===== src/rtl/enose_window_sched.sv =====
// enose_window_sched
//   Window scheduler between the spike encoder and the SNN inference core.
//   Incoming spike masks are buffered in a FIFO. Each window clears the core,
//   waits a short gap, starts the core, streams L masks over AXI-Stream with
//   TLAST on the final beat, then waits for the core's DONE and captures its class.
//
// Ports
//   clk, rst                      clock, synchronous active-high reset
//   enable                        1 = keep scheduling windows
//   window_len[6:0]               words per window (0 -> 1, >WLEN_MAX -> WLEN_MAX)
//   mask_in, mask_valid           encoder push interface
//   core_rst, core_start          1-cycle core control pulses
//   m_axis_tdata/tvalid/tready/tlast  mask stream to the core
//   core_done, core_class         core completion status and result
//   result_valid, result_class    1-cycle result pulse and last class
//   win_count                     completed windows (wraps)
//   busy                          FSM not idle
//   overflow, timeout_err         sticky error flags
module enose_window_sched #(
   parameter int unsigned N_IN        = 12,
   parameter int unsigned FIFO_DEPTH  = 16,
   parameter int unsigned WLEN_MAX    = 64,
   parameter int unsigned GAP_CYC     = 3,
   parameter int unsigned TIMEOUT_CYC = 65535
) (
   input  logic            clk,
   input  logic            rst,
   input  logic            enable,
   input  logic [6:0]      window_len,
   input  logic [N_IN-1:0] mask_in,
   input  logic            mask_valid,
   output logic            core_rst,
   output logic            core_start,
   output logic [31:0]     m_axis_tdata,
   output logic            m_axis_tvalid,
   input  logic            m_axis_tready,
   output logic            m_axis_tlast,
   input  logic            core_done,
   input  logic [1:0]      core_class,
   output logic            result_valid,
   output logic [1:0]      result_class,
   output logic [15:0]     win_count,
   output logic            busy,
   output logic            overflow,
   output logic            timeout_err
);

   localparam int unsigned AW = $clog2(FIFO_DEPTH);
   localparam int unsigned CW = $clog2(TIMEOUT_CYC + 1);

   typedef enum logic [2:0] {
      S_IDLE, S_CLR, S_GAP, S_START, S_STREAM, S_WAIT, S_RESULT
   } state_t;

   state_t            state_q, state_d;
   logic [N_IN-1:0]   mem_q [FIFO_DEPTH];
   logic [N_IN-1:0]   mem_d [FIFO_DEPTH];
   logic [AW-1:0]     wr_ptr_q, wr_ptr_d;
   logic [AW-1:0]     rd_ptr_q, rd_ptr_d;
   logic [AW:0]       count_q, count_d;
   logic [6:0]        len_q, len_d;
   logic [6:0]        beat_q, beat_d;
   logic [CW-1:0]     cyc_q, cyc_d;
   logic              core_rst_q, core_rst_d;
   logic              core_start_q, core_start_d;
   logic              result_valid_q, result_valid_d;
   logic [1:0]        result_class_q, result_class_d;
   logic [15:0]       win_count_q, win_count_d;
   logic              busy_q, busy_d;
   logic              overflow_q, overflow_d;
   logic              timeout_err_q, timeout_err_d;

   logic              fifo_empty, fifo_full;
   logic              tvalid, pop, push;
   logic [6:0]        len_eff;

   assign fifo_empty = (count_q == '0);
   assign fifo_full  = (count_q == (AW+1)'(FIFO_DEPTH));

   // tvalid derives from flops only; in STREAM the FIFO can only shrink via a
   // handshake, so a raised tvalid cannot fall before it is accepted.
   assign tvalid = (state_q == S_STREAM) && !fifo_empty;
   assign pop    = tvalid && m_axis_tready;
   // A push into a full FIFO still lands when a pop frees a slot this cycle.
   assign push   = mask_valid && (!fifo_full || pop);

   always_comb begin
      if (window_len == 7'd0) begin
         len_eff = 7'd1;
      end else if (32'(window_len) > WLEN_MAX) begin
         len_eff = 7'(WLEN_MAX);
      end else begin
         len_eff = window_len;
      end
   end

   always_comb begin
      mem_d      = mem_q;
      wr_ptr_d   = wr_ptr_q;
      rd_ptr_d   = rd_ptr_q;
      count_d    = count_q;
      overflow_d = overflow_q | (mask_valid & ~push);
      if (push) begin
         mem_d[wr_ptr_q] = mask_in;
         wr_ptr_d        = wr_ptr_q + AW'(1);
      end
      if (pop) begin
         rd_ptr_d = rd_ptr_q + AW'(1);
      end
      case ({push, pop})
         2'b10:   count_d = count_q + (AW+1)'(1);
         2'b01:   count_d = count_q - (AW+1)'(1);
         default: count_d = count_q;
      endcase
   end

   always_comb begin
      state_d        = state_q;
      len_d          = len_q;
      beat_d         = beat_q;
      cyc_d          = cyc_q;
      result_class_d = result_class_q;
      win_count_d    = win_count_q;
      timeout_err_d  = timeout_err_q;

      case (state_q)
         S_IDLE: begin
            if (enable) begin
               state_d = S_CLR;
               len_d   = len_eff;
            end
         end
         S_CLR: begin
            state_d = S_GAP;
            cyc_d   = '0;
         end
         S_GAP: begin
            if (cyc_q == CW'(GAP_CYC - 1)) begin
               state_d = S_START;
            end else begin
               cyc_d = cyc_q + CW'(1);
            end
         end
         S_START: begin
            state_d = S_STREAM;
            beat_d  = '0;
         end
         S_STREAM: begin
            if (pop) begin
               if (beat_q == len_q - 7'd1) begin
                  state_d = S_WAIT;
                  cyc_d   = '0;
               end else begin
                  beat_d = beat_q + 7'd1;
               end
            end
         end
         S_WAIT: begin
            if (core_done) begin
               state_d        = S_RESULT;
               result_class_d = core_class;
               win_count_d    = win_count_q + 16'd1;
            end else if (cyc_q == CW'(TIMEOUT_CYC - 1)) begin
               state_d       = S_IDLE;
               timeout_err_d = 1'b1;
            end else begin
               cyc_d = cyc_q + CW'(1);
            end
         end
         S_RESULT: begin
            state_d = S_IDLE;
         end
         default: begin
            state_d = S_IDLE;
         end
      endcase

      // Pulse outputs are registered from the next state so they line up
      // exactly with the cycle spent in the corresponding state.
      core_rst_d     = (state_d == S_CLR);
      core_start_d   = (state_d == S_START);
      result_valid_d = (state_d == S_RESULT);
      busy_d         = (state_d != S_IDLE);
   end

   always_ff @(posedge clk) begin
      if (rst) begin
         state_q        <= S_IDLE;
         wr_ptr_q       <= '0;
         rd_ptr_q       <= '0;
         count_q        <= '0;
         len_q          <= '0;
         beat_q         <= '0;
         cyc_q          <= '0;
         core_rst_q     <= 1'b0;
         core_start_q   <= 1'b0;
         result_valid_q <= 1'b0;
         result_class_q <= '0;
         win_count_q    <= '0;
         busy_q         <= 1'b0;
         overflow_q     <= 1'b0;
         timeout_err_q  <= 1'b0;
      end else begin
         state_q        <= state_d;
         wr_ptr_q       <= wr_ptr_d;
         rd_ptr_q       <= rd_ptr_d;
         count_q        <= count_d;
         len_q          <= len_d;
         beat_q         <= beat_d;
         cyc_q          <= cyc_d;
         core_rst_q     <= core_rst_d;
         core_start_q   <= core_start_d;
         result_valid_q <= result_valid_d;
         result_class_q <= result_class_d;
         win_count_q    <= win_count_d;
         busy_q         <= busy_d;
         overflow_q     <= overflow_d;
         timeout_err_q  <= timeout_err_d;
      end
      mem_q <= mem_d;
   end

   assign core_rst      = core_rst_q;
   assign core_start    = core_start_q;
   assign m_axis_tvalid = tvalid;
   assign m_axis_tdata  = tvalid ? 32'(mem_q[rd_ptr_q]) : '0;
   assign m_axis_tlast  = tvalid && (beat_q == len_q - 7'd1);
   assign result_valid  = result_valid_q;
   assign result_class  = result_class_q;
   assign win_count     = win_count_q;
   assign busy          = busy_q;
   assign overflow      = overflow_q;
   assign timeout_err   = timeout_err_q;

endmodule


===== config.mk =====
export PLATFORM = sky130hd
export DESIGN_NAME = enose_window_sched
export DESIGN_NICKNAME = d
export VERILOG_FILES = /design/src/rtl/enose_window_sched.sv
export SDC_FILE = /design/constraint.sdc
export NUM_CORES = 1
export LEC_CHECK = 0
export CAP_MARGIN = 5
export CELL_PAD_IN_SITES_DETAIL_PLACEMENT = 2
export CELL_PAD_IN_SITES_GLOBAL_PLACEMENT = 2
export CORE_AREA = 2 2 173 158
export CTS_BUF_LIST = sky130_fd_sc_hd__clkbuf_2
export CTS_CLUSTER_DIAMETER = 60
export DETAILED_ROUTE_END_ITERATION = 12
export DIE_AREA = 0 0 175 160
export DONT_BUFFER_PORTS = 1
export PLACE_DENSITY = 0.82
export SLEW_MARGIN = 20
export SYNTH_ARGS = -nofsm -noshare
export SYNTH_HDL_FRONTEND = slang
export SYNTH_SLANG_ARGS = --single-unit

===== constraint.sdc =====
create_clock -name clk -period 3.1 [get_ports clk]
set_clock_uncertainty 0.1 [all_clocks]
set_input_delay 0.31 -clock clk [delete_from_list [all_inputs] [get_ports clk]]
set_output_delay 0.31 -clock clk [all_outputs]
set_load 0.1 [all_outputs]

==> out/metrics.cfg, run 1 <==
[synth]
synth_top_cells_by_count = edfxtp_1, nor2_1, dfxtp_1
synth_flop_cell = edfxtp_1
yosysSeqAreaShare = 0.644
synth_top_cell_by_area = edfxtp_1
synthCells = 764
yosys-top-cells-area = edfxtp_1, dfxtp_1, mux4_2
synth_area_per_cell_um2 = 14.6
async_flop_share = 0
synth_top_cell_area_share = 0.518
yosys.cell_types.count = 58
ys.warnings.count = 0
syn-cell-area_um2 = 11100
yosysMostFrequentCell = edfxtp_1
synth_edf_count = 192
ys_ff_latch = 262

[worst_setup_path]
timing.rr.start = count_q[0]
startpoint = rd_ptr_q[0]
endpoint_kind = output pin
cp_slowest_cell = mux4_2
critPathMaxStageDelay_ps = 540
critical_path_class = flip-flop to output pin
cp.arrival_ps = 3080
crit_chain = buf_4 > mux4_2 > mux4_2 > and2_1 > buf_4
start_kind = flip-flop
crit_buf_inv = 2
critPathMaxFanout = 6
critPathTopFamily = multiplexers
worst_ep_required_time_ps = 2690

[layout]
fillerInstances = 2442
regArea_um2 = 7200
nets = 979
drive_above_1_share = 0.345
fin_util = 0.518
syn_to_final_growth_pct = 23.2
multi_input_area_um2 = 3860
antenna_cells = 0

[route]
wl_mm = 43.7
drtAntennaViolNets = 0
drtIter0Drc = 840
drc = 0
drt_pass1_iterations = 5
wire_per_inst_um = 32.6
vias = 8063
viasPerCell = 6.01

[global_route]
grt_pass1_wl_mm = 61.5
grt_max_degree = 52
grt_antenna_before_repair = 0
track_usage = 0.300
grt.overflow.total = 0
first_global_vias = 8953

[hold_path]
min_path_type = input port to flip-flop
hold_path_startpoint = core_class[0]

[run_status]
status = finished, violations left
failed_checks = setup timing

[floorplanning]
io_pins = 85
dieArea_um2 = 28000
placementRows = 57
die_w_um = 175
fp.dieH_um = 160
start_util = 0.420
fp.coreArea_um2 = 26500

[clock_tree]
cts_made_buffers = 68
cts.reportedPaths.clkPinSlew_ps = 120
clockBufferDepth = 3
clk_latency_ps = 930
cts.sinks = 262
cts_tree = done
root_buffer = clkbuf_2
htree_levels = 3

[power]
p_leak_uw = 0.00481
finalPower_uw = 7160
power.internal_uw = 4930
seqPwrFrac = 0.540
combinationalPowerShare = 0.077
power.switching_uw = 2230
vdd_drop_max_mv = 0.379
powerDensity_nw_per_um2 = 523
switching_share = 0.311
pwr-share-clk = 0.383

[timing]
finalSetupViolCount = 14
maxSlewViolCount = 0
slew_headroom = 0.307
hold_ws_ps = 84.1
hold_viol = 0
fin_crit_sh = 1.13
rsz0062_at_grt = yes
tns_ps = -4550
worst_slew_pin_slew_ps = 1040
period_minus_slack_ps = 3490
fin_ws_ps = -388
max_freq_ghz = 0.287

[job]
maxCapViolations = 0

[place]
dp_hpwl_mm = 21.8
portBuffers = 0
post-place-ws_ps = -45.0
gp_congestion = 0.851

## metrics by stage
step	cell area, um^2	instances
CTS	13500	1331
global placement	12000	1162
global route	13700	1341
finish	13700	1341
detailed placement	12000	1162
floorplan	11200	783
## power groups by stage
stage / clock network, uW / logic [uW] / registers [uW]
floorplan: 0 / 315 / 3930
global placement: 0 / 350 / 3930
detailed placement: 0 / 376 / 3940
CTS: 2590 / 491 / 3860
global route: 2930 / 574 / 3870
finish: 2740 / 550 / 3870
## final cells by class
| type | count | share of cell area |
|---|---|---|
| inverter | 16 | 0.00457 |
| multi-input combinational | 451 | 0.282 |
| tap | 354 | 0.0323 |
| sequential | 262 | 0.525 |
| clock buffer | 101 | 0.0369 |
| clock inverter | 19 | 0.00913 |
| timing repair buffer | 138 | 0.110 |
## final timing paths
check,end,slack [ps],depth (start not counted)
setup / recovery,m_axis_tdata[6],-390,5
hold / removal,result_class[0],80,3
setup reg to reg,count_q[4],-120,12
hold reg to reg,cyc_q[13],440,2
## kinds of logic (layout without fill, tap and decap cells)
family | Yosys count | after routing | synth area share
XOR/XNOR | 40 | 40 | 0.0315
other | 1 | 20 | 0.000337
adder cells (fa/ha/maj) | 15 | 15 | 0.0175
multiplexers | 63 | 63 | 0.124
buffers and inverters | 70 | 274 | 0.0313
AO/OA/AOI/OAI | 80 | 80 | 0.0470
AND/OR/NAND/NOR | 233 | 233 | 0.104
flip-flops | 262 | 262 | 0.644
## metal layers
| layer | part of all wire | vias up | track usage | routed length, um |
|---|---|---|---|---|
| met4 | 0.053 | 0 | 0.139 | 2330 |
| met3 | 0.073 | 166 | 0.0581 | 3170 |
| met2 | 0.50 | 513 | 0.523 | 22000 |
| met1 | 0.37 | 4148 | 0.361 | 16200 |
| li1 | - | 3236 | - | - |
| met5 | 0 | - | 0 | 0 |
## what timing repair did
action	CTS	global route
hold buffers	30	0
endpoints found under the hold margin	262	0
resized for setup	60	39
pin swaps	4	7
setup endpoints to repair	15	17
cloned	3	1
setup buffers	16	9
## flip-flops by register name, indices dropped and copies added, names as in the netlist
register      count
count_q           5
result_class      2
len_q             7
cyc_q            16
rd_ptr_q          4
mem_q           192
core_rst          1
win_count        16
result_valid      1
beat_q            7
busy              1
wr_ptr_q          4
overflow          1
state_q           3
timeout_err       1
core_start        1
## cells in the final DEF (no fill, tap or decap), drive strengths merged, types with 5 or more instances in the layout
cell type | synthesis | layout
a21oi | 34 | 34
a31oi | 7 | 7
and2 | 18 | 18
buf | 25 | 107
clkbuf | 29 | 102
clkinv | 0 | 14
conb | 1 | 20
dfxtp | 70 | 70
dlygate4sd3 | 0 | 29
edfxtp | 192 | 192
ha | 14 | 14
inv | 16 | 16
mux4 | 60 | 60
nand2 | 44 | 44
nand3 | 25 | 25
nand4 | 5 | 5
nor2 | 74 | 74
nor3 | 13 | 13
nor3b | 8 | 8
nor4 | 9 | 9
o21ai | 14 | 14
or3 | 12 | 12
xnor2 | 17 | 17
xor2 | 23 | 23
## worst register-to-register path, delay by kind of cell (launching register included)
kind,cells,cell delay [ps]
adder cells (fa/ha/maj),2,630
buffers and inverters,3,310
flip-flops,1,390
AND/OR/NAND/NOR,2,950
XOR/XNOR,1,150
AO/OA/AOI/OAI,4,610
Power figures use the tool's default switching activity.
==> inputs of run 2 (changes only) <==
--- a/config.mk
+++ b/config.mk
@@ -10,12 +10,12 @@
 export CELL_PAD_IN_SITES_GLOBAL_PLACEMENT = 2
 export CORE_AREA = 2 2 173 158
 export CTS_BUF_LIST = sky130_fd_sc_hd__clkbuf_2
-export CTS_CLUSTER_DIAMETER = 60
+export CTS_CLUSTER_DIAMETER = 50
 export DETAILED_ROUTE_END_ITERATION = 12
 export DIE_AREA = 0 0 175 160
 export DONT_BUFFER_PORTS = 1
+export GPL_ROUTABILITY_DRIVEN = 0
 export PLACE_DENSITY = 0.82
-export SLEW_MARGIN = 20
 export SYNTH_ARGS = -nofsm -noshare
 export SYNTH_HDL_FRONTEND = slang
 export SYNTH_SLANG_ARGS = --single-unit
==> results of run 2 <==
Same layout as run 1: the final DEF is identical, and so are final timing and power.
==> inputs of run 3 (changes only) <==
--- a/config.mk
+++ b/config.mk
@@ -8,14 +8,15 @@
 export CAP_MARGIN = 5
 export CELL_PAD_IN_SITES_DETAIL_PLACEMENT = 2
 export CELL_PAD_IN_SITES_GLOBAL_PLACEMENT = 2
-export CORE_AREA = 2 2 173 158
+export CORE_AREA = 2 2 177 162
 export CTS_BUF_LIST = sky130_fd_sc_hd__clkbuf_2
 export CTS_CLUSTER_DIAMETER = 50
 export DETAILED_ROUTE_END_ITERATION = 12
-export DIE_AREA = 0 0 175 160
+export DIE_AREA = 0 0 179 164
 export DONT_BUFFER_PORTS = 1
 export GPL_ROUTABILITY_DRIVEN = 0
-export PLACE_DENSITY = 0.82
+export MAX_ROUTING_LAYER = met4
+export PLACE_DENSITY = 0.79
 export SYNTH_ARGS = -nofsm -noshare
 export SYNTH_HDL_FRONTEND = slang
 export SYNTH_SLANG_ARGS = --single-unit
==> run 3 against run 2 <==
Register-to-register slack got worse by 20 ps. Final cell count barely moved. Critical path depth rose by 2. Sequential share of layout area rose by 0.72 points. Non-clock buffer count fell by 9. Combinational power fell by 6.7%. Via count fell by 4.1%. Worst setup slack improved by 1.8 ps. The run still ends with setup timing left. Largest cell class unchanged.
==> out/metrics.cfg, run 3 (same netlist as run 1, synthesis figures left out) <==
[timing]
maxSlewViolCount = 0  ; unchanged
finalSetupViolCount = 15  ; +1
max_freq_ghz = 0.287  ; about the same
tns_ps = -4830  ; -280 ps
fin_crit_sh = 1.12  ; about the same
period_minus_slack_ps = 3490  ; -1.82 ps
worst_slew_pin_slew_ps = 1030  ; -10.4 ps
slew_headroom = 0.314  ; +0.00696
rsz0062_at_grt = yes
fin_ws_ps = -386  ; +1.82 ps
hold_viol = 0  ; unchanged
hold_ws_ps = 100  ; +16.1 ps

[layout]
largest_register_ffs = 192  ; unchanged
nets = 972  ; -0.72%
final_cell_mix = edfxtp_1, clkbuf_2, nor2_1, buf_4, dfxtp_1
regMostFlops = mem_q
syn_to_final_growth_pct = 21.3
final_common_cell = edfxtp_1
drive_above_1_share = 0.320  ; -0.0251
final_cells = 1340  ; -0.075%

[power]
vdd_drop_max_mv = 0.417  ; +10%
finalPower_uw = 6960  ; -2.8%
p_leak_uw = 0.00473  ; -1.5%
powerDensity_nw_per_um2 = 515  ; -1.4%

[place]
portBuffers = 0  ; unchanged
dp_hpwl_mm = 21.4  ; -2.0%
post-place-ws_ps = -15.4  ; +29.6 ps
placed_cells = 1166  ; +0.34%

[clock_tree]
htree_levels = 3  ; unchanged
clk_latency_ps = 940  ; about the same
cts_tree = done
cts.reportedPaths.clkPinSlew_ps = 150  ; +30 ps
clockBufferDepth = 3  ; unchanged
root_buffer = clkbuf_2
cts.sinks = 262  ; unchanged
cts_made_buffers = 70  ; +2.9%

[worst_setup_path]
cp.arrival_ps = 3080  ; about the same
start_kind = flip-flop
critPathTopFamily = multiplexers
crit_chain = buf_12 > buf_6 > buf_16 > mux4_2 > mux4_2 > and2_4 > buf_12
crit_buf_inv = 4  ; +2
critPathMaxFanout = 5  ; -1
critPathMaxStageDelay_ps = 520  ; -20 ps
critical_path_class = flip-flop to output pin
endpoint_kind = output pin
cp_slowest_cell = mux4_2
worst_ep_required_time_ps = 2690  ; about the same

[hold_path]
min_path_type = input port to flip-flop

[route]
vias = 7733  ; -4.1%
drtIter0Drc = 653  ; -22%
wire_per_inst_um = 29.0  ; -11%
viasPerCell = 5.77  ; -4.0%
drtAntennaViolNets = 0  ; unchanged
wl_mm = 38.9  ; -11%
drt_pass1_iterations = 5  ; unchanged
drc = 0  ; unchanged

[floorplanning]
fp.coreArea_um2 = 27500  ; +3.9%
die_w_um = 179  ; +2.3%
dieArea_um2 = 29400  ; +4.8%
fp.dieH_um = 164  ; +2.5%
io_pins = 85  ; unchanged
start_util = 0.404  ; -0.0160
placementRows = 58  ; +1.8%

[global_route]
track_usage = 0.273  ; -0.0276
grt_max_degree = 52  ; unchanged
first_global_vias = 8564  ; -4.3%
grt_antenna_before_repair = 2  ; +2
grt_pass1_wl_mm = 56.2  ; -8.7%
grt.overflow.total = 0  ; unchanged

[run_status]
status = finished, violations left
failed_checks = setup timing

[job]
maxCapViolations = 0  ; unchanged

[run 3: cell count changes in the layout (fill, tap and decap cells not counted), moves of 3 or more]
| cell | previous run | this run |
|---|---|---|
| dfxtp_2 | 1 | 5 |
| buf_4 | 76 | 66 |
| inv_6 | 0 | 4 |
| buf_12 | 21 | 16 |
| diode_2 | 0 | 3 |
| dlygate4sd3_1 | 29 | 34 |
| clkinvlp_4 | 4 | 0 |
| dfxtp_4 | 8 | 4 |
| or3_1 | 9 | 12 |
| or3_4 | 3 | 0 |
[run 3: per-stage QoR]
step | cell area [um^2] | utilization
after global placement | 12000 | 0.437
after CTS | 13400 | 0.486
after floorplan | 11200 | -
after global routing | 13500 | 0.491
final | 13500 | 0.491
after detailed placement | 12000 | 0.437
[run 3: what timing repair did]
item | 4_1_cts | 5_1_grt
endpoints found under the hold margin | 262 | 0
gates cloned | 3 | 1
setup buffers | 9 | 5
hold buffers | 36 | 0
resized for setup | 58 | 23
pin swaps | 1 | 0
endpoints found under the setup margin | 15 | 20
[run 3: tightest hold or removal path: cells and delay by family]
family	cells	cell delay, ps
AND/OR/NAND/NOR	1	100
AO/OA/AOI/OAI	5	590
[run 3: cell type report]
| type | count | area, um^2 |
|---|---|---|
| fill | 2572 | 14000 |
| tap | 360 | 450 |
| timing repair buffer | 129 | 1370 |
| clock inverter | 19 | 111 |
| inverter | 16 | 60.1 |
| multi-input combinational | 451 | 3810 |
| sequential | 262 | 7190 |
| antenna | 3 | 7.51 |
| clock buffer | 100 | 500 |
[run 3: metal layers]
layer  up-vias  track usage  wire length, um
met2       355        0.452            20000
li1       3238            -                -
met3       126       0.0539             2230
met4         0        0.130             1750
met5         -            -                0
met1      4014        0.319            14900
[run 3: power breakdown]
group / switching, uW / internal (uW) / total, uW / leakage (uW)
clock network: 1680 / 897 / 2580 / 0.000471
logic: 360 / 153 / 513 / 0.00196
registers: 61.4 / 3800 / 3860 / 0.00231
[run 3: worst paths after layout]
path / start / endpoint / slack, ps / cells past startpoint
worst max-delay path: rd_ptr_q[0] / m_axis_tdata[3] / -390 / 7
worst min-delay path: core_done / cyc_q[3] / 100 / 6
worst max register to register: count_q[0] / count_q[4] / -140 / 12
worst min register to register: cyc_q[1] / cyc_q[1] / 470 / 2
